===== src/rtl/snn_pkg.sv =====
// Shared definitions for the SNN neuron engine: opcodes, FSM states and the adder.
// Build option SNN_SAT_EN selects a saturating add instead of two's-complement wrap.
package snn_pkg;

    localparam logic [1:0] OP_ACC = 2'b00;
    localparam logic [1:0] OP_INT = 2'b01;
    localparam logic [1:0] OP_CLR = 2'b10;
    localparam logic [1:0] OP_NOP = 2'b11;

    typedef enum logic [1:0] {
        ST_IDLE = 2'b00,
        ST_RUN  = 2'b01,
        ST_DONE = 2'b10
    } state_t;

    // Operands arrive sign-extended to 64 bits; the result is bounded to a w-bit signed range.
    function automatic logic signed [63:0] sat_add(input logic signed [63:0] a,
                                                   input logic signed [63:0] b,
                                                   input int unsigned       w);
        logic signed [63:0] sum;
        logic signed [63:0] res;
        sum = a + b;
`ifdef SNN_SAT_EN
        res = (64'sd1 <<< (w - 32'd1)) - 64'sd1;
        if (sum > res) begin
            res = res;
        end else if (sum < (-res - 64'sd1)) begin
            res = -res - 64'sd1;
        end else begin
            res = sum;
        end
`else
        res = (sum <<< (32'd64 - w)) >>> (32'd64 - w);
`endif
        return res;
    endfunction

endpackage


===== src/rtl/snn_lane.sv =====
// Combinational single-neuron update: accumulate, leaky integrate-and-fire, or clear.
module snn_lane
    import snn_pkg::*;
#(
    parameter int DATA_W     = 32,
    parameter int LEAK_SHIFT = 3
) (
    input  logic [1:0]               i_op,
    input  logic signed [DATA_W-1:0] i_cur,
    input  logic signed [DATA_W-1:0] i_vol,
    input  logic signed [DATA_W-1:0] i_w,
    input  logic                     i_s,
    input  logic signed [DATA_W-1:0] i_vt,
    output logic signed [DATA_W-1:0] o_cur,
    output logic signed [DATA_W-1:0] o_vol,
    output logic                     o_spike
);

    logic signed [DATA_W-1:0] w_leak;
    logic signed [DATA_W-1:0] w_vdec;
    logic signed [DATA_W-1:0] w_acc;
    logic signed [DATA_W-1:0] w_vnew;

    // Next-state selection for one neuron
    always_comb begin
        w_leak  = i_vol >>> LEAK_SHIFT;
        w_vdec  = i_vol - w_leak;
        w_acc   = DATA_W'(sat_add(64'(i_cur), i_s ? 64'(i_w) : 64'sd0, DATA_W));
        w_vnew  = DATA_W'(sat_add(64'(w_vdec), 64'(i_cur), DATA_W));
        o_cur   = i_cur;
        o_vol   = i_vol;
        o_spike = 1'b0;
        case (i_op)
            OP_ACC: begin
                o_cur = w_acc;
            end
            OP_INT: begin
                o_cur = '0;
                if (w_vnew >= i_vt) begin
                    o_spike = 1'b1;
                    o_vol   = '0;
                end else begin
                    o_spike = 1'b0;
                    o_vol   = w_vnew;
                end
            end
            OP_CLR: begin
                o_cur = '0;
                o_vol = '0;
            end
            default: begin
                o_cur = i_cur;
                o_vol = i_vol;
            end
        endcase
    end

endmodule


===== src/rtl/snn_neuron_engine.sv =====
// Multi-cycle neuron state engine: updates LANES neurons per beat and stalls the pipeline via busy.
// Optional build macro SNN_SAT_EN switches the accumulate/integrate adders to saturation.
module snn_neuron_engine
    import snn_pkg::*;
#(
    parameter int NEURONS    = 16,
    parameter int LANES      = 4,
    parameter int DATA_W     = 32,
    parameter int LEAK_SHIFT = 3
) (
    input  logic                        clk,
    input  logic                        reset,
    input  logic                        start,
    input  logic [1:0]                  op,
    input  logic [NEURONS*DATA_W-1:0]   w_in,
    input  logic [NEURONS-1:0]          s_in,
    input  logic [DATA_W-1:0]           vt_in,
    input  logic [$clog2(NEURONS)-1:0]  rd_idx,
    output logic [DATA_W-1:0]           cur_rd,
    output logic [DATA_W-1:0]           vol_rd,
    output logic [NEURONS-1:0]          spike_out,
    output logic                        busy,
    output logic                        done
);

    localparam int BEATS  = NEURONS / LANES;
    localparam int BEAT_W = (BEATS > 1) ? $clog2(BEATS) : 1;
    localparam int IDX_W  = (NEURONS > 1) ? $clog2(NEURONS) : 1;

    if (NEURONS % LANES != 0) begin : g_bad_lanes
        $error("NEURONS must be a multiple of LANES");
    end
    if (DATA_W > 62) begin : g_bad_width
        $error("DATA_W must not exceed 62");
    end

    state_t                   r_state;
    logic [BEAT_W-1:0]        r_beat;
    logic [1:0]               r_op;
    logic [NEURONS*DATA_W-1:0] r_w;
    logic [NEURONS-1:0]       r_s;
    logic signed [DATA_W-1:0] r_vt;
    logic signed [DATA_W-1:0] r_cur [NEURONS];
    logic signed [DATA_W-1:0] r_vol [NEURONS];
    logic [NEURONS-1:0]       r_shadow;
    logic [NEURONS-1:0]       r_spike;
    logic                     r_busy;
    logic                     r_done;

    logic [IDX_W-1:0]         w_idx [LANES];
    logic signed [DATA_W-1:0] w_cur_out [LANES];
    logic signed [DATA_W-1:0] w_vol_out [LANES];
    logic [LANES-1:0]         w_spike;
    logic [NEURONS-1:0]       w_shadow_next;

    // Neuron indices served by each lane in the current beat
    always_comb begin
        for (int l = 0; l < LANES; l++) begin
            w_idx[l] = IDX_W'(int'(r_beat) * LANES + l);
        end
    end

    // Shadow spike vector with this beat's lane results merged in
    always_comb begin
        w_shadow_next = r_shadow;
        for (int l = 0; l < LANES; l++) begin
            w_shadow_next[w_idx[l]] = w_spike[l];
        end
    end

    for (genvar g = 0; g < LANES; g++) begin : g_lane
        snn_lane #(
            .DATA_W     (DATA_W),
            .LEAK_SHIFT (LEAK_SHIFT)
        ) u_lane (
            .i_op    (r_op),
            .i_cur   (r_cur[w_idx[g]]),
            .i_vol   (r_vol[w_idx[g]]),
            .i_w     (r_w[w_idx[g]*DATA_W +: DATA_W]),
            .i_s     (r_s[w_idx[g]]),
            .i_vt    (r_vt),
            .o_cur   (w_cur_out[g]),
            .o_vol   (w_vol_out[g]),
            .o_spike (w_spike[g])
        );
    end

    // Control FSM, operand capture and neuron state write-back
    always_ff @(posedge clk) begin
        if (reset) begin
            r_state  <= ST_IDLE;
            r_beat   <= '0;
            r_op     <= OP_NOP;
            r_w      <= '0;
            r_s      <= '0;
            r_vt     <= '0;
            r_shadow <= '0;
            r_spike  <= '0;
            r_busy   <= 1'b0;
            r_done   <= 1'b0;
            for (int i = 0; i < NEURONS; i++) begin
                r_cur[i] <= '0;
                r_vol[i] <= '0;
            end
        end else begin
            case (r_state)
                ST_IDLE: begin
                    r_done <= 1'b0;
                    if (start) begin
                        r_op    <= op;
                        r_w     <= w_in;
                        r_s     <= s_in;
                        r_vt    <= vt_in;
                        r_beat  <= '0;
                        r_busy  <= 1'b1;
                        r_state <= ST_RUN;
                    end else begin
                        r_busy  <= 1'b0;
                    end
                end
                ST_RUN: begin
                    for (int l = 0; l < LANES; l++) begin
                        r_cur[w_idx[l]] <= w_cur_out[l];
                        r_vol[w_idx[l]] <= w_vol_out[l];
                    end
                    r_shadow <= w_shadow_next;
                    r_beat   <= r_beat + BEAT_W'(1);
                    if (r_beat == BEAT_W'(BEATS - 1)) begin
                        r_state <= ST_DONE;
                        r_done  <= 1'b1;
                        // Only firing-related ops publish a new spike vector
                        if ((r_op == OP_INT) || (r_op == OP_CLR)) begin
                            r_spike <= w_shadow_next;
                        end
                    end
                end
                ST_DONE: begin
                    r_done  <= 1'b0;
                    r_busy  <= 1'b0;
                    r_state <= ST_IDLE;
                end
                default: begin
                    r_done  <= 1'b0;
                    r_busy  <= 1'b0;
                    r_state <= ST_IDLE;
                end
            endcase
        end
    end

    assign cur_rd    = r_cur[rd_idx];
    assign vol_rd    = r_vol[rd_idx];
    assign spike_out = r_spike;
    assign busy      = r_busy;
    assign done      = r_done;

endmodule


===== config.mk =====
export PLATFORM = sky130hd
export DESIGN_NAME = snn_neuron_engine
export DESIGN_NICKNAME = d
export VERILOG_FILES = /design/src/rtl/snn_pkg.sv /design/src/rtl/snn_lane.sv /design/src/rtl/snn_neuron_engine.sv
export SDC_FILE = /design/constraint.sdc
export NUM_CORES = 2
export LEC_CHECK = 0
export BUFFER_PORTS_ARGS = -buffer_cell sky130_fd_sc_hd__buf_4
export CELL_PAD_IN_SITES_DETAIL_PLACEMENT = 2
export CELL_PAD_IN_SITES_GLOBAL_PLACEMENT = 2
export CORE_UTILIZATION = 44
export DETAILED_ROUTE_END_ITERATION = 10
export PLACE_DENSITY_LB_ADDON = 0.1
export SYNTH_ARGS = -nofsm -noshare
export SYNTH_HDL_FRONTEND = slang
export SYNTH_SLANG_ARGS = --single-unit

===== constraint.sdc =====
create_clock -name clk -period 24.2 [get_ports clk]
set_input_delay 2.42 -clock clk [delete_from_list [all_inputs] [get_ports clk]]
set_output_delay 2.42 -clock clk [all_outputs]
set_load 0.01 [all_outputs]

* Yosys cells after proc, flatten, opt, wreduce, memory -nomap -nowiden
Memory sizes are Yosys's and may differ from the RTL's. A register that Yosys moved wholly into a read port is not among the register bits. Index checks and enable logic that the tools add are counted.
Operators by class: $add $sub $neg 16, order comparisons 12, equal/unequal tests 6, shift-type cells 4, multiplexer cells 84, bitwise logic cells 1, reductions and logical operators 22
Operators by type and width (number):
- variable part select 512 x 10 -> 32 bit | 4
- 2-to-1 mux 32 bit | 16
- one-hot mux 32 bit (2 select lines) | 8
- adder 32 bit | 8
- OR reduction 32 bit | 8
- greater-or-equal comparator 32 bit | 4
- subtractor 32 x 29 -> 32 bit | 4
- bitwise mux 16 bit | 4
- 2-to-1 mux 4 bit | 12
- 2-to-1 mux 1 bit | 30
- less-than comparator 4 x 5 -> 1 bit (second input constant) | 4
- greater-or-equal comparator 4 x 1 -> 1 bit (second input constant) | 4
- binary-select mux 1 bit (select 4 bit) | 3
- demux 1 bit (select 4 bit) | 3
- adder 4 x 2 -> 4 bit (second input constant) | 2
- one-hot mux 2 bit (2 select lines) | 2
- 2-to-1 mux 2 bit | 3
- AND reduction 2 bit | 3
- adder 4 x 1 -> 4 bit (second input constant) | 1
- equality test 2 x 1 -> 1 bit (second input constant) | 2
- equality test 2 bit (second input constant) | 2
- logical AND 1 bit | 4
- zero test 2 bit | 2
- inequality test 2 bit (second input constant) | 2
- 9 further kinds | 10
Storage, ports and cells: register bits after elaboration 600, memory bits (writable) 1024, input port bits 569, memories kept 2
Memories:
- r_cur | words 16, bits a word 32, rd ports 5, clocked after memory_dff 1, wr ports 16, line snn_neuron_engine.sv:43 | logic signed [DATA_W-1:0] r_cur [NEURONS];
- r_vol | words 16, bits a word 32, rd ports 5, clocked after memory_dff 1, wr ports 16, line snn_neuron_engine.sv:44 | logic signed [DATA_W-1:0] r_vol [NEURONS];

* Logic depth before layout (Yosys ltp)
An unclocked memory read counts as a cell.
depth in word-level cells 10, gate-level depth with buffers 31, gate-level depth less buffers 26

* Cells and area by module
A second synthesis with hierarchy kept.
Second synthesis, totals: cell total of the unflattened synthesis 9358, area total of the unflattened synthesis 99258.9 um2
Modules (own cells, without submodules):
- snn_neuron_engine | times used 1, cells an instance 5856, area an instance 75153.3 um2, sequential area each 42741.0 um2
- snn_lane at g_lane[0].u_lane ... | times used 2, cells an instance 896, area an instance 6089.6 um2, sequential area each 0.0 um2
- snn_lane at g_lane[2].u_lane | times used 1, cells an instance 850, area an instance 6024.5 um2, sequential area each 0.0 um2
- snn_lane at g_lane[3].u_lane | times used 1, cells an instance 860, area an instance 5901.9 um2, sequential area each 0.0 um2

* Worst setup path before layout
No wires, ideal clock.
path type input to register, start input reset, end memory r_cur[0][0], enable pin, data arrival time 9353 ps, data required time 23536 ps, setup slack 14183 ps, stages on the path 4, buffers on the path 3, cell sequence clkbuf_1 > clkbuf_1 > clkbuf_1 > nand2b_1
RTL lines:
- from (decl) | line snn_neuron_engine.sv:12 | input logic reset,
- to (decl) | line snn_neuron_engine.sv:43

==> results.json <==
{
  "status": "complete, but fails checks",
  "violations": "capacitance limit, slew limit",
  "synth_area_um2": 96600,
  "synth_enable_flop_cells": 1024,
  "cellLeakagePower_uw": 0.0421,
  "grt_pass1_vias": 86853,
  "synth_seq_cells": 1622,
  "reg2reg_depth": 25,
  "power.density_nw_per_um2": 89.6,
  "path_max_fanout": 37,
  "layout-drive-gt1-share": 0.193,
  "crit_slowest_cell": "and3b_2",
  "slew_headroom": -0.0501,
  "min_from": "r_w[355]",
  "holdPathEnd": "r_w[355]",
  "grt_use_met2": 0.630,
  "drc": 0,
  "clk_pin_slew_ps": 70,
  "area_growth_pct": 14.1,
  "worstSetupPathType": "reg2reg",
  "globalRouteOverflowTotal": 0,
  "avgRoutedWirePerCell_um": 35.5,
  "hold_path_depth": 2,
  "antenna_found_initial": 42,
  "cts_buffer_depth": 3,
  "max_stage_delay_ps": 1100,
  "avgSynthCellArea_um2": 10.7,
  "synth_most_common_cell": "nand2_1",
  "cts_buffers": 190,
  "synth.top_cells.by_count": "1391 x nand2_1, 1024 x edfxtp_1, 941 x nor2_1",
  "clock.fmax_mhz": 92.2,
  "die-area_um2": 221000,
  "root_buffer": "clkbuf_16",
  "utilization": 0.506,
  "worst_ep_required_time_ps": 24910,
  "cts_hold_buf": 0,
  "clock-sinks": 1622,
  "placed_cells": 12041,
  "cap_violations": 2,
  "async_reset_ff_frac": 0,
  "regToRegSetupSlack_ps": 13350,
  "yosysUniqueCellTypes": 84,
  "cts.htree.levels": 4,
  "timing.hold.ws_ps": 453,
  "via_per_inst": 6.56,
  "synth_top_area_share": 0.318,
  "ant_nets": 0,
  "grt_max_degree": 202,
  "grt_pass1_wl_um": 630000,
  "path_buf_inv": 5,
  "cp.arrival_ps": 11560,
  "grtUsageTotal": 0.392,
  "rsz0062_at_grt": "no",
  "crit_family": "simple AND/OR/NAND/NOR gates",
  "hold_viol_final": 0,
  "gr-max-usage-layer": "met2",
  "fin_crit_sh": 0.448,
  "portBuffers": 650,
  "drv_slew": 3,
  "syn_inst": 9008,
  "synth_area_leaders": "edfxtp_1 32%, mux4_2 16%, dfxtp_1 12%, nand2_1 5.4%, ha_1 5.0%",
  "totalWireLength_um": 441000,
  "vdd_drop_max_mv": 0.0750,
  "crit_top_cell": "inv_1",
  "post_cts_resized": 0,
  "finalNonFillerCells": 12416,
  "num_rows": 171,
  "fin_worst_skew_ps": 43.9,
  "hold_path_class": "reg2reg",
  "start_kind": "flop",
  "seq_area_frac_synth": 0.442,
  "setup_tns_ps": 0,
  "first_pass_iters": 5,
  "worstSetupStartpoint": "r_beat[0]",
  "cp-end-kind": "flop",
  "synth_top_cell_by_area": "edfxtp_1",
  "nFillCells": 21788,
  "coreArea_um2": 218000,
  "io_pins": 651,
  "syn-num-nets": 10092,
  "rr_startpoint": "r_beat[0]",
  "fin_nets": 10463,
  "ys_warn_count": 0,
  "synth_flop_cell": "edfxtp_1",
  "vias": 81457,
  "die_height_um": 470,
  "setup_viol": 0,
  "insertion_delay_ps": 880,
  "dp_hpwl_um": 320000,
  "use_met1": 0.480,
  "dr.first_iter.drc_count": 9032,
  "grt_util_met3": 0.0973,
  "postCtsSetupBuffers": 0,
  "gp_congestion": 0.991,
  "worst_pin_slew_ps": 1570,
  "rr_endpoint": "r_vol[7][1]",
  "initial_core_util": 0.444,
  "min_period_ps": 10850,
  "die_w_um": 470,
  "cts_tree": "built"
}
==> worst max path at each step <==
stage	slack, ps	to	depth (start not counted)
final	13350	r_vol[7][1]	25
after global routing	13070	r_vol[7][1]	25
after CTS	13620	r_vol[11][15]	25
after detailed placement	13710	r_vol[11][15]	25
after global placement	13530	r_vol[2][15]	25
after floorplan	14180	r_cur[0][0]	4
==> placed cells by master (no fill, tap or decap), drive strengths merged, types with 130 or more instances in the layout <==
cell type	Yosys	routed
ha	387	387
a22oi	177	177
clkbuf	454	269
a21o	130	130
mux4	697	697
dfxtp	598	598
edfxtp	1024	1024
nand2	1391	1391
a21oi	848	848
nor2	943	943
o21ai	205	205
nor2b	155	155
inv	601	609
buf	123	756
xnor2	137	137
==> cells by family (layout without fill, tap and decap cells) <==
| family | count (synthesis) | in the layout | synth area share |
|---|---|---|---|
| AND/OR/NAND/NOR | 2915 | 2915 | 0.128 |
| other | 0 | 23 | 0 |
| XOR/XNOR | 207 | 207 | 0.0189 |
| multiplexers | 742 | 742 | 0.167 |
| buffers and inverters | 1178 | 1709 | 0.0466 |
| AO/OA/AOI/OAI | 1829 | 1829 | 0.120 |
| adder cells (fa/ha/maj) | 515 | 515 | 0.0767 |
| flip-flops | 1622 | 1622 | 0.442 |
==> layer usage <==
metal,vias to the layer above,share of wire
met5,-,0.00063
met4,36,0.068
met3,1088,0.096
met2,4437,0.47
met1,42416,0.37
li1,33480,-
==> through the flow <==
stage	area (µm²)	power, µW	setup WS, ps
2_1_floorplan	96600	5390	14180
3_3_place_gp	104000	6620	13530
3_5_place_dp	104000	6830	13710
5_1_grt	110000	10200	13070
4_1_cts	110000	9780	13620
6_report	110000	9860	13350
==> power by group <==
group | internal [µW] | switching (µW) | leakage (µW)
clock | 1660 | 1280 | 0.00303
combinational | 1240 | 2480 | 0.0235
sequential | 3100 | 110 | 0.0156
==> tightest hold or removal path, stage by stage (launching register included) <==
cell	delay (ps)
dfxtp_1	300
nand2_1	50
a21oi_1	50
==> layout make-up <==
type                    count  area (µm²)  share of cell area
well taps                2854        3570              0.0324
diodes                     23        57.6            0.000523
flip-flops and latches   1622       42700               0.388
clock buffers             269        5410              0.0491
multi-input cells        6208       49500               0.450
clock inverters            83         786             0.00713
inverters                 601        2260              0.0205
repair buffers            756        5800              0.0526
==> registers in the layout (all words and copies together), names as in the netlist, named ones only <==
signal / cells
busy: 1
done: 1
r_beat: 2
r_cur: 512
r_op: 2
r_s: 16
r_shadow: 12
r_state: 2
r_vol: 512
r_vt: 32
r_w: 512
spike_out: 16
Note: power is estimated with default switching activity, not from simulation.
